**config.mk**
```make
export PLATFORM = sky130hd
export DESIGN_NAME = mux_bus_arbiter_flat
export DESIGN_NICKNAME = d
export VERILOG_FILES = /design/src/rtl/mux_bus_arbiter_pkg.sv /design/src/rtl/mux_bus_arbiter_if.sv /design/src/rtl/mux_bus_arbiter_picker.sv /design/src/rtl/mux_bus_arbiter.sv /design/src/flat_wrapper.sv
export SDC_FILE = /design/constraint.sdc
export NUM_CORES = 1
export LEC_CHECK = 0
export ABC_AREA = 0
export ABC_CLOCK_PERIOD_IN_PS = 3300
export CAP_MARGIN = 15
export CELL_PAD_IN_SITES_DETAIL_PLACEMENT = 0
export CELL_PAD_IN_SITES_GLOBAL_PLACEMENT = 1
export CORE_ASPECT_RATIO = 1.25
export CORE_MARGIN = 10
export CORE_UTILIZATION = 36
export DETAILED_ROUTE_END_ITERATION = 10
export MAX_ROUTING_LAYER = met4
export PLACE_DENSITY = 0.83
export SYNTH_ARGS = -nofsm -noshare
export SYNTH_HDL_FRONTEND = slang
export SYNTH_SLANG_ARGS = --single-unit
```
**constraint.sdc**
```tcl
create_clock -name Clk -period 3.3 [get_ports Clk]
set_input_delay 0.66 -clock Clk [delete_from_list [all_inputs] [get_ports Clk]]
set_output_delay 0.66 -clock Clk [all_outputs]
set_load 0.005 [all_outputs]
```
**src/rtl/mux_bus_arbiter_pkg.sv**
```systemverilog
// Shared constants, state encoding and helpers for the eight-source bus arbiter.
// Latency: none (package only).
// Backpressure: not applicable.
package bus_arb_pkg;

    localparam int NUM_SRC = 8;
    localparam int SEL_W   = 3;

    // Last-owner pointer after reset; pointing at 7 gives source 0 first pick.
    localparam logic [SEL_W-1:0] PTR_RST = 3'd7;

    typedef enum logic {
        IDLE,
        GRANT
    } arb_state_t;

    function automatic logic [NUM_SRC-1:0] onehot(input logic [SEL_W-1:0] idx);
        logic [NUM_SRC-1:0] v;
        v      = '0;
        v[idx] = 1'b1;
        return v;
    endfunction

endpackage

```
**src/rtl/mux_bus_arbiter_if.sv**
```systemverilog
// Groups the request/grant, mux select and shared-bus signals of the arbiter.
// Latency: none (wiring only).
// Backpressure: none; a source keeps its grant only while it holds its request.
interface mux_bus_arbiter_if import bus_arb_pkg::*; #(
    parameter int DATA_W = 8
);
    logic [NUM_SRC-1:0] Req;
    logic [NUM_SRC-1:0] Grant;
    logic [SEL_W-1:0]   Sel;
    logic [SEL_W-1:0]   Owner;
    logic [DATA_W-1:0]  MuxY;
    logic [DATA_W-1:0]  BusData;
    logic               BusValid;

    // Arbiter side.
    modport master (
        input  Req,
        input  MuxY,
        output Grant,
        output Sel,
        output Owner,
        output BusData,
        output BusValid
    );

    // Sources plus the Mux8To1 side.
    modport slave (
        output Req,
        output MuxY,
        input  Grant,
        input  Sel,
        input  Owner,
        input  BusData,
        input  BusValid
    );

endinterface

```
**src/rtl/mux_bus_arbiter_picker.sv**
```systemverilog
// Round-robin picker: first set request at or after 'start', wrapping around.
// Latency: combinational.
// Backpressure: none; 'found' is low when no request is set.
module rr_picker8 import bus_arb_pkg::*; (
    input  logic [NUM_SRC-1:0] req,
    input  logic [SEL_W-1:0]   start,
    output logic               found,
    output logic [SEL_W-1:0]   idx
);

    logic [SEL_W-1:0] cand;

    // Scan from the farthest candidate toward 'start' so the nearest hit is written last.
    always_comb begin
        found = 1'b0;
        idx   = start;
        cand  = start;
        for (int i = NUM_SRC - 1; i >= 0; i--) begin
            cand = start + i[SEL_W-1:0];
            if (req[cand]) begin
                found = 1'b1;
                idx   = cand;
            end
        end
    end

endmodule

```
**src/rtl/mux_bus_arbiter.sv**
```systemverilog
// Round-robin arbiter for the 8:1 bus mux with bounded hold and registered bus sample.
// Latency: 1 cycle request-to-grant; bus sample lags grant by 1 cycle.
// Backpressure: owner keeps the bus while requesting, up to MAX_HOLD cycles.
module mux_bus_arbiter import bus_arb_pkg::*; #(
    parameter int MAX_HOLD = 4,
    parameter int DATA_W   = 8
) (
    input  logic              Clk,
    input  logic              Reset,
    mux_bus_arbiter_if.master bus
);

    localparam int               HOLD_W    = $clog2(MAX_HOLD + 1);
    localparam logic [HOLD_W-1:0] HOLD_LAST = HOLD_W'(MAX_HOLD - 1);
    localparam logic [HOLD_W-1:0] HOLD_SAT  = HOLD_W'(MAX_HOLD);

    arb_state_t         state_q, state_d;
    logic [SEL_W-1:0]   last_q, last_d;
    logic [SEL_W-1:0]   owner_q, owner_d;
    logic [NUM_SRC-1:0] grant_q, grant_d;
    logic [HOLD_W-1:0]  hold_q, hold_d;
    logic [DATA_W-1:0]  data_q, data_d;
    logic               valid_q, valid_d;

    logic [SEL_W-1:0]   pick_start;
    logic               pick_found;
    logic [SEL_W-1:0]   pick_idx;
    logic               owner_req;
    logic               rel;

    // One picker serves both paths: from IDLE it starts after the last owner,
    // on release it starts after the current owner (which becomes the last owner).
    assign pick_start = ((state_q == IDLE) ? last_q : owner_q) + 3'd1;
    assign owner_req  = bus.Req[owner_q];
    assign rel        = !owner_req || (hold_q == HOLD_LAST);

    rr_picker8 u_picker (
        .req   (bus.Req),
        .start (pick_start),
        .found (pick_found),
        .idx   (pick_idx)
    );

    // Next-state and next-output decode; Sel/Owner are left alone when idle so the mux stays put.
    always_comb begin
        state_d = state_q;
        last_d  = last_q;
        owner_d = owner_q;
        grant_d = grant_q;
        hold_d  = hold_q;
        data_d  = data_q;
        valid_d = 1'b0;
        case (state_q)
            IDLE: begin
                grant_d = '0;
                if (pick_found) begin
                    state_d = GRANT;
                    owner_d = pick_idx;
                    grant_d = onehot(pick_idx);
                    hold_d  = '0;
                end
            end
            GRANT: begin
                data_d  = bus.MuxY;
                valid_d = owner_req;
                if (rel) begin
                    last_d = owner_q;
                    hold_d = '0;
                    if (pick_found) begin
                        owner_d = pick_idx;
                        grant_d = onehot(pick_idx);
                    end else begin
                        state_d = IDLE;
                        grant_d = '0;
                    end
                end else if (hold_q != HOLD_SAT) begin
                    hold_d = hold_q + 1'b1;
                end
            end
            default: begin
                state_d = IDLE;
                grant_d = '0;
            end
        endcase
    end

    // State and output registers; reset discards any in-flight sample.
    always_ff @(posedge Clk) begin
        if (Reset) begin
            state_q <= IDLE;
            last_q  <= PTR_RST;
            owner_q <= '0;
            grant_q <= '0;
            hold_q  <= '0;
            data_q  <= '0;
            valid_q <= 1'b0;
        end else begin
            state_q <= state_d;
            last_q  <= last_d;
            owner_q <= owner_d;
            grant_q <= grant_d;
            hold_q  <= hold_d;
            data_q  <= data_d;
            valid_q <= valid_d;
        end
    end

    assign bus.Grant    = grant_q;
    assign bus.Sel      = owner_q;
    assign bus.Owner    = owner_q;
    assign bus.BusData  = data_q;
    assign bus.BusValid = valid_q;

endmodule

```
**src/flat_wrapper.sv**
```systemverilog
// flat-port wrapper written by rule: the top's interface ports become plain ports
module mux_bus_arbiter_flat import bus_arb_pkg::*;
#(
    parameter int MAX_HOLD = 4,
    parameter int DATA_W   = 8
)
  (Clk, Reset, bus_Req, bus_MuxY, bus_Grant, bus_Sel, bus_Owner, bus_BusData, bus_BusValid);
  mux_bus_arbiter_if #(.DATA_W(DATA_W)) bus_i ();
  input  logic Clk;
  input  logic Reset;
  input wire logic [$bits(bus_i.Req)-1:0] bus_Req;
  input wire logic [$bits(bus_i.MuxY)-1:0] bus_MuxY;
  output wire logic [$bits(bus_i.Grant)-1:0] bus_Grant;
  output wire logic [$bits(bus_i.Sel)-1:0] bus_Sel;
  output wire logic [$bits(bus_i.Owner)-1:0] bus_Owner;
  output wire logic [$bits(bus_i.BusData)-1:0] bus_BusData;
  output wire logic [$bits(bus_i.BusValid)-1:0] bus_BusValid;
  assign bus_i.Req = bus_Req;
  assign bus_i.MuxY = bus_MuxY;
  assign bus_Grant = bus_i.Grant;
  assign bus_Sel = bus_i.Sel;
  assign bus_Owner = bus_i.Owner;
  assign bus_BusData = bus_i.BusData;
  assign bus_BusValid = bus_i.BusValid;
  mux_bus_arbiter #(.MAX_HOLD(MAX_HOLD), .DATA_W(DATA_W)) u_core (.Clk(Clk), .Reset(Reset), .bus(bus_i));
endmodule
```
==> flow_summary.yaml, run 1 <==
status:
  status: "completed"
setup_path:
  r2r-start: "u_core.state_q"
  setup.worst_path.start: "u_core.state_q"
  critPathKind: "flip-flop to flip-flop"
  critical_path.startpoint_type: "flip-flop"
  crit_top_cell: "o211a_1"
  path_buf_inv: 1
  r2r_end: "u_core.bus.Owner[0]"
  worstPathRequired_ps: 3470
  cpLargestDelayFamily: "multiplexers"
  cp_slowest_cell: "xnor3_2"
  max_stage_delay_ps: 450
  worst_setup_path_end_kind: "flip-flop"
  r2r_cells: 10
  crit_cells: 10
  worstSetupEndpoint: "u_core.bus.Owner[0]"
  path_cells: "mux2i_4 -> buf_4 -> ha_1 -> xnor3_2 -> mux2i_1 -> mux2_2 -> o211a_1 -> o21a_1 -> xnor2_2 -> o211a_1"
  reg2reg_setup_slack_ps: 170
  path_max_fanout: 8
  cp.arrival_ps: 3300
synth:
  netlist_instances: 213
  synth.top_cell.area_share_pct: 25.7
  synth_top_family_by_area: "multiplexers"
  yosys.cell_types.count: 49
  synth.area.mux_share_pct: 31.0
  syn_nets: 236
  yosys_warnings: 0
  synth-simple-area-share_pct: 13.2
  synth_ff_type: "dfxtp_1"
  ys_seq_area_share_pct: 25.7
  yosys-top-cells-area: "dfxtp_1 26%, mux2i_1 15%, mux4_2 7.5%, mux2i_4 4.3%, mux2_2 3.2%"
  synth-compound-area-share_pct: 18.7
  yosysTopAreaCell: "dfxtp_1"
  synth_seq_cells: 27
  synth-xor-area-share_pct: 3.46
  synthAdderAreaFrac_pct: 2.98
  synth-async-reset-ratio_pct: 0
  synth_area_um2: 2100
  synth.avg_cell_area_um2: 9.86
  synth_most_common_cell: "mux2i_1"
  synth_common_cells: "31 x mux2i_1, 27 x dfxtp_1, 14 x nand2_1"
  synth_edf_count: 0
finish:
  drive_gt1_share_pct: 22.3
  multiInputGateArea_um2: 1500
  n_antenna_cell: 0
  fin_nets: 297
  seqCellArea_um2: 542
  area_growth_pct: 33.8
  num-fill-cells: 555
floorplan:
  initial_core_util_pct: 36.6
  rows: 31
  die-area_um2: 9310
  ioPinCount: 41
  fp.dieW_um: 88.3
  fp.dieH_um: 105
  coreArea_um2: 5740
grt:
  grt_start_max_net_pins: 19
  overflow: 0
  antenna_found_initial: 0
  grt_pass1_vias: 1898
  met1_usage_pct: 13.4
  track_usage_pct: 12.4
  gr-usage-met2_pct: 22.0
  grt_pass1_wl_um: 9380
  grt.met3_usage_pct: 1.93
  busiest_layer: "met2"
cts:
  htreeDepth: 1
  path_clk_slew_ps: 90
  tritoncts.num_buffers: 3
  insertion_delay_ps: 270
  cts_hold_buf: 0
  ctsLongestPathBuffers: 2
  clockRootBuffer: "clkbuf_8"
  cts.sinks: 27
  cts_tree: "yes"
route:
  drtPass1Iterations: 5
  drt-initial-drc-count: 108
  totalWireLength_um: 5790
  wl_per_cell_um: 17.1
  vias: 1925
  drcViolationCount: 0
  drtAntennaViolNets: 0
  via_per_inst: 5.68
timing:
  grt_setup_unrepaired: "false"
  worst_pin_slew_ps: 688
  fin_tns_setup_ps: 0
  worst_slack_ps: 171
  clock-skew-final_ps: 3.82
  hold_viol: 0
  slew_headroom_pct: 54.0
  setup_violations: 0
  timing.final.crit_share_pct: 94.8
  min_period_ps: 3130
  max_freq_mhz: 320
  drv_slew: 0
place:
  port_buffers: 40
  gp_congestion: 0.942
  place_ws_ps: 88.5
  dp_hpwl_um: 4730
hold_path:
  hold_path_class: "flip-flop to flip-flop"
run:
  cap_violations: 0
power:
  p_leak_nw: 1.14
  power_density_nw_per_um2: 1050
  ir_worst_vdd_uv: 529
  p_total_mw: 2.95
[stage by stage]
step | cell area [µm²] | hold slack (ps) | util [%] | std cells
CTS | 2790 | 461 | 48.6 | 339
floorplan | 2120 | 449 | - | 213
global route | 2810 | 481 | 48.9 | 339
detailed placement | 2740 | 447 | 47.7 | 335
global placement | 2740 | 454 | 47.7 | 335
finish | 2810 | 457 | 48.9 | 339
[worst min-delay path by stage]
stage / startpoint / endpoint / slack, ps / depth (start not counted)
floorplan: u_core.bus.Grant[4] / u_core.bus.Grant[4] / 450 / 2
global placement: u_core.bus.Grant[6] / u_core.bus.Grant[6] / 450 / 2
detailed placement: u_core.bus.Grant[7] / u_core.bus.Grant[7] / 450 / 2
CTS: u_core.bus.Grant[7] / u_core.bus.Grant[7] / 460 / 2
global route: u_core.bus.Grant[5] / u_core.bus.Grant[5] / 480 / 2
finish: u_core.bus.Grant[7] / u_core.bus.Grant[7] / 460 / 2
[cells by family after synthesis]
logic type	count (synthesis)
buf+inv	21
xor+xnor	5
flops	27
mux	49
compound gates	50
fa+ha+maj	5
simple gates	56
[sequential cells by signal, indices dropped and copies added (netlist names)]
| register | flops |
|---|---|
| u_core.last_q | 3 |
| u_core.bus.Grant | 8 |
| u_core.hold_q | 3 |
| u_core.bus.BusValid | 1 |
| u_core.bus.BusData | 8 |
| u_core.state_q | 1 |
| u_core.bus.Owner | 3 |
[cells in the final DEF, fill, tap and decap left out, drive strengths merged, types with 3 or more instances in the layout]
cell and count:
clkdlybuf4s50 40, mux2i 35, dfxtp 27, buf 25
nand2 14, nor2 14, inv 11, nand3 8
mux4 8, mux2 6, and2 5, nor3 5
a21oi 5, o31ai 5, ha 5, xnor2 4
a211oi 4, o221ai 4, a32o 4, o21ai 3
o211ai 3, o22ai 3, clkbuf 3, a2bb2oi 3
or3 3
[power breakdown]
group / internal [mW] / switching [mW] / total (mW)
Clock: 0.0857 / 0.104 / 0.190
Sequential: 0.395 / 0.0508 / 0.445
Combinational: 1.13 / 1.18 / 2.31
[area by class of cell]
type                       instances  area share (%)
clock buffer                       3            1.47
clock inverter                     1           0.267
inverter                          12            1.78
multi-input combinational        165            53.3
sequential                        27            19.3
tap                               66            2.94
timing repair buffer              65            20.9
[metal layers]
layer	part of all wire, %	up-vias
met4	2.3	0
li1	-	938
met5	0	-
met3	5.2	12
met2	52	51
met1	40	924
[worst min-delay path: cells and delay by family, from the launching register on]
family | cells | cell delay [ps]
AOI/OAI and AO/OA | 1 | 50
DFF | 1 | 320
and+or+nand+nor | 1 | 50
[repair_timing]
action	in CTS	in global routing
endpoints found under the setup margin	0	11
setup buffers	0	0
gates resized for setup	0	4
Power figures use the tool's default switching activity.
==> run 2, diff against run 1 <==
Settings changed: SLEW_MARGIN set to 30.
==> results of run 2 <==
The final DEF is identical to that of run 1; final timing and power are the same.
==> RTL change (flow settings as in run 2) <==
Take the reset off `data_q` and load it in a clocked block of its own.
--- a/src/rtl/mux_bus_arbiter.sv
+++ b/src/rtl/mux_bus_arbiter.sv
@@ -94,3 +94,2 @@
             hold_q  <= '0;
-            data_q  <= '0;
             valid_q <= 1'b0;
@@ -102,5 +101,8 @@
             hold_q  <= hold_d;
-            data_q  <= data_d;
             valid_q <= valid_d;
         end
+    end
+
+    always_ff @(posedge Clk) begin
+        data_q <= data_d;
     end
Formal check against the unedited RTL: differs if Reset is asserted again (counterexample within 4 cycles, from zero or initial values and one cycle with Reset high); with Reset held inactive, the same outputs for 10 cycles.
==> RTL change against run 2 <==
  * Cell area rose by 0.98%
  * Critical path type unchanged
  * Sequential cell count unchanged
  * Total power shrank 5.1%
  * Setup slack better by 0.073 ns
  * Utilization is 0.50 points lower
  * Wire length down 1.5%
  * Global-route usage shrank 0.35 points
  * Largest power group unchanged
  * Area after synthesis is 5.0% higher
  * Critical endpoint is now u_core.hold_q[1]$_SDFFE_PP0P_
==> RTL change: results <==
export IMPL_synth_area_leaders="dfxtp_1 17%, mux2i_1 11%, edfxtp_1 11%"
export IMPL_num_vias=1875
export IMPL_leakage_nw=1.08
export IMPL_rrSetupSlack_ns=0.24
export IMPL_hpwl_um=4700
export IMPL_ys_seq_area_share_pct=28.1
export IMPL_synth_cell_types=55
export IMPL_synth_edf_count=8
export IMPL_drive_above_1_share_pct=21.8
export IMPL_worst_clock_skew_ns=0.00230
export IMPL_rr_endpoint="u_core.hold_q[1]$_SDFFE_PP0P_"
export IMPL_critPathArrivalTime_ns=3.26
export IMPL_grt_pass1_vias=1827
export IMPL_grt_max_degree=15
export IMPL_synth_top_area_share_pct=17.3
export IMPL_drtPass1Iterations=4
export IMPL_hold_start="u_core.bus.Grant[4]$_SDFFE_PP0N_"
export IMPL_grtUsageTotal_pct=12.0
export IMPL_drt_iter0_drc=89
export IMPL_peakVddDrop_v=0.000560
export IMPL_hold_ws_ns=0.460
export IMPL_fill_cells=549
export IMPL_grt_pass1_wl_um=9460
export IMPL_outcome="finished clean"
export IMPL_final_nets=285
export IMPL_syn_num_nets=233
export IMPL_dp_slack_ns=0.158
export IMPL_synthTopCellsByCount="25 x mux2i_1, 20 x nand2_1, 19 x dfxtp_1"
export IMPL_totalWireLength_um=5710
export IMPL_min_to="u_core.bus.Grant[4]$_SDFFE_PP0N_"
export IMPL_r2r_cells=11
export IMPL_gp_congestion=0.894
export IMPL_slew_headroom_pct=64.7
==> RTL change: timing repair <==
item	4_1_cts	5_1_grt
setup endpoints to repair	0	8
endpoints found under the hold margin	0	0
gates resized for setup	0	2
buffers inserted	0	2
==> RTL change: metal layers <==
metal	up-vias	track usage, %	part of all wire, %
met4	0	4.90	1.8
met3	10	2.23	4.9
li1	915	-	-
met5	-	-	0
met1	886	13.7	43
met2	64	20.5	50
==> RTL change: metrics by stage <==
step / cells / cell area [um2]
finish: 343 / 2840
global route: 343 / 2840
CTS: 341 / 2810
detailed placement: 337 / 2760
global placement: 337 / 2760
floorplan: 210 / 2220
==> RTL change: cell families after synthesis <==
| kind of cell | after synthesis | synth area share, % |
|---|---|---|
| AOI/OAI and AO/OA | 53 | 18.8 |
| xor gates and xnor gates | 5 | 3.01 |
| adders and majority gates | 5 | 2.84 |
| buffers and inverters | 22 | 5.50 |
| DFF | 27 | 28.1 |
| muxes | 50 | 31.6 |
| and+or+nand+nor | 48 | 10.0 |
==> RTL change: how the worst max path moves through the flow <==
stage / from / endpoint / slack, ns / cells past startpoint
after global routing: u_core.state_q$_SDFF_PP0_ / u_core.bus.Grant[1]$_SDFFE_PP0N_ / 0.01 / 12
after detailed placement: bus_Req[4] / u_core.bus.Grant[0]$_SDFFE_PP0N_ / 0.16 / 8
after global placement: bus_Req[4] / u_core.bus.Grant[2]$_SDFFE_PP0N_ / 0.15 / 8
final: u_core.state_q$_SDFF_PP0_ / u_core.hold_q[1]$_SDFFE_PP0P_ / 0.24 / 11
after CTS: u_core.state_q$_SDFF_PP0_ / u_core.bus.Grant[0]$_SDFFE_PP0N_ / 0.14 / 12
after floorplan: u_core.state_q$_SDFF_PP0_ / u_core.bus.Grant[0]$_SDFFE_PP0N_ / 0.008 / 12
==> RTL change: cell type report <==
| class | count | area [um2] | share of cell area (%) |
|---|---|---|---|
| sequential | 27 | 624 | 22.0 |
| timing repair buffer | 58 | 536 | 18.9 |
| multi-input combinational | 161 | 1490 | 52.4 |
| inverter | 11 | 43.8 | 1.54 |
| clock buffer | 4 | 45.0 | 1.59 |
| tap | 82 | 103 | 3.62 |
==> RTL change: power by group <==
group	total, mW	internal, mW	switching [mW]	leakage (nW)
clock network	0.180	0.0863	0.0937	0.0228
logic	2.17	1.04	1.13	0.824
registers	0.451	0.407	0.0442	0.234
total	2.80	1.53	1.27	1.08
==> RTL change: worst max-delay path, cell delays in order, from the launching register on <==
cell and delay [ns]:
dfxtp_4 0.42, mux2i_4 0.24, inv_1 0.10, ha_2 0.47, mux2_2 0.38, mux2i_1 0.14, mux2i_1 0.17, nand4b_1 0.31
buf_4 0.21, o32ai_1 0.33, a22oi_1 0.15, nor2_1 0.09
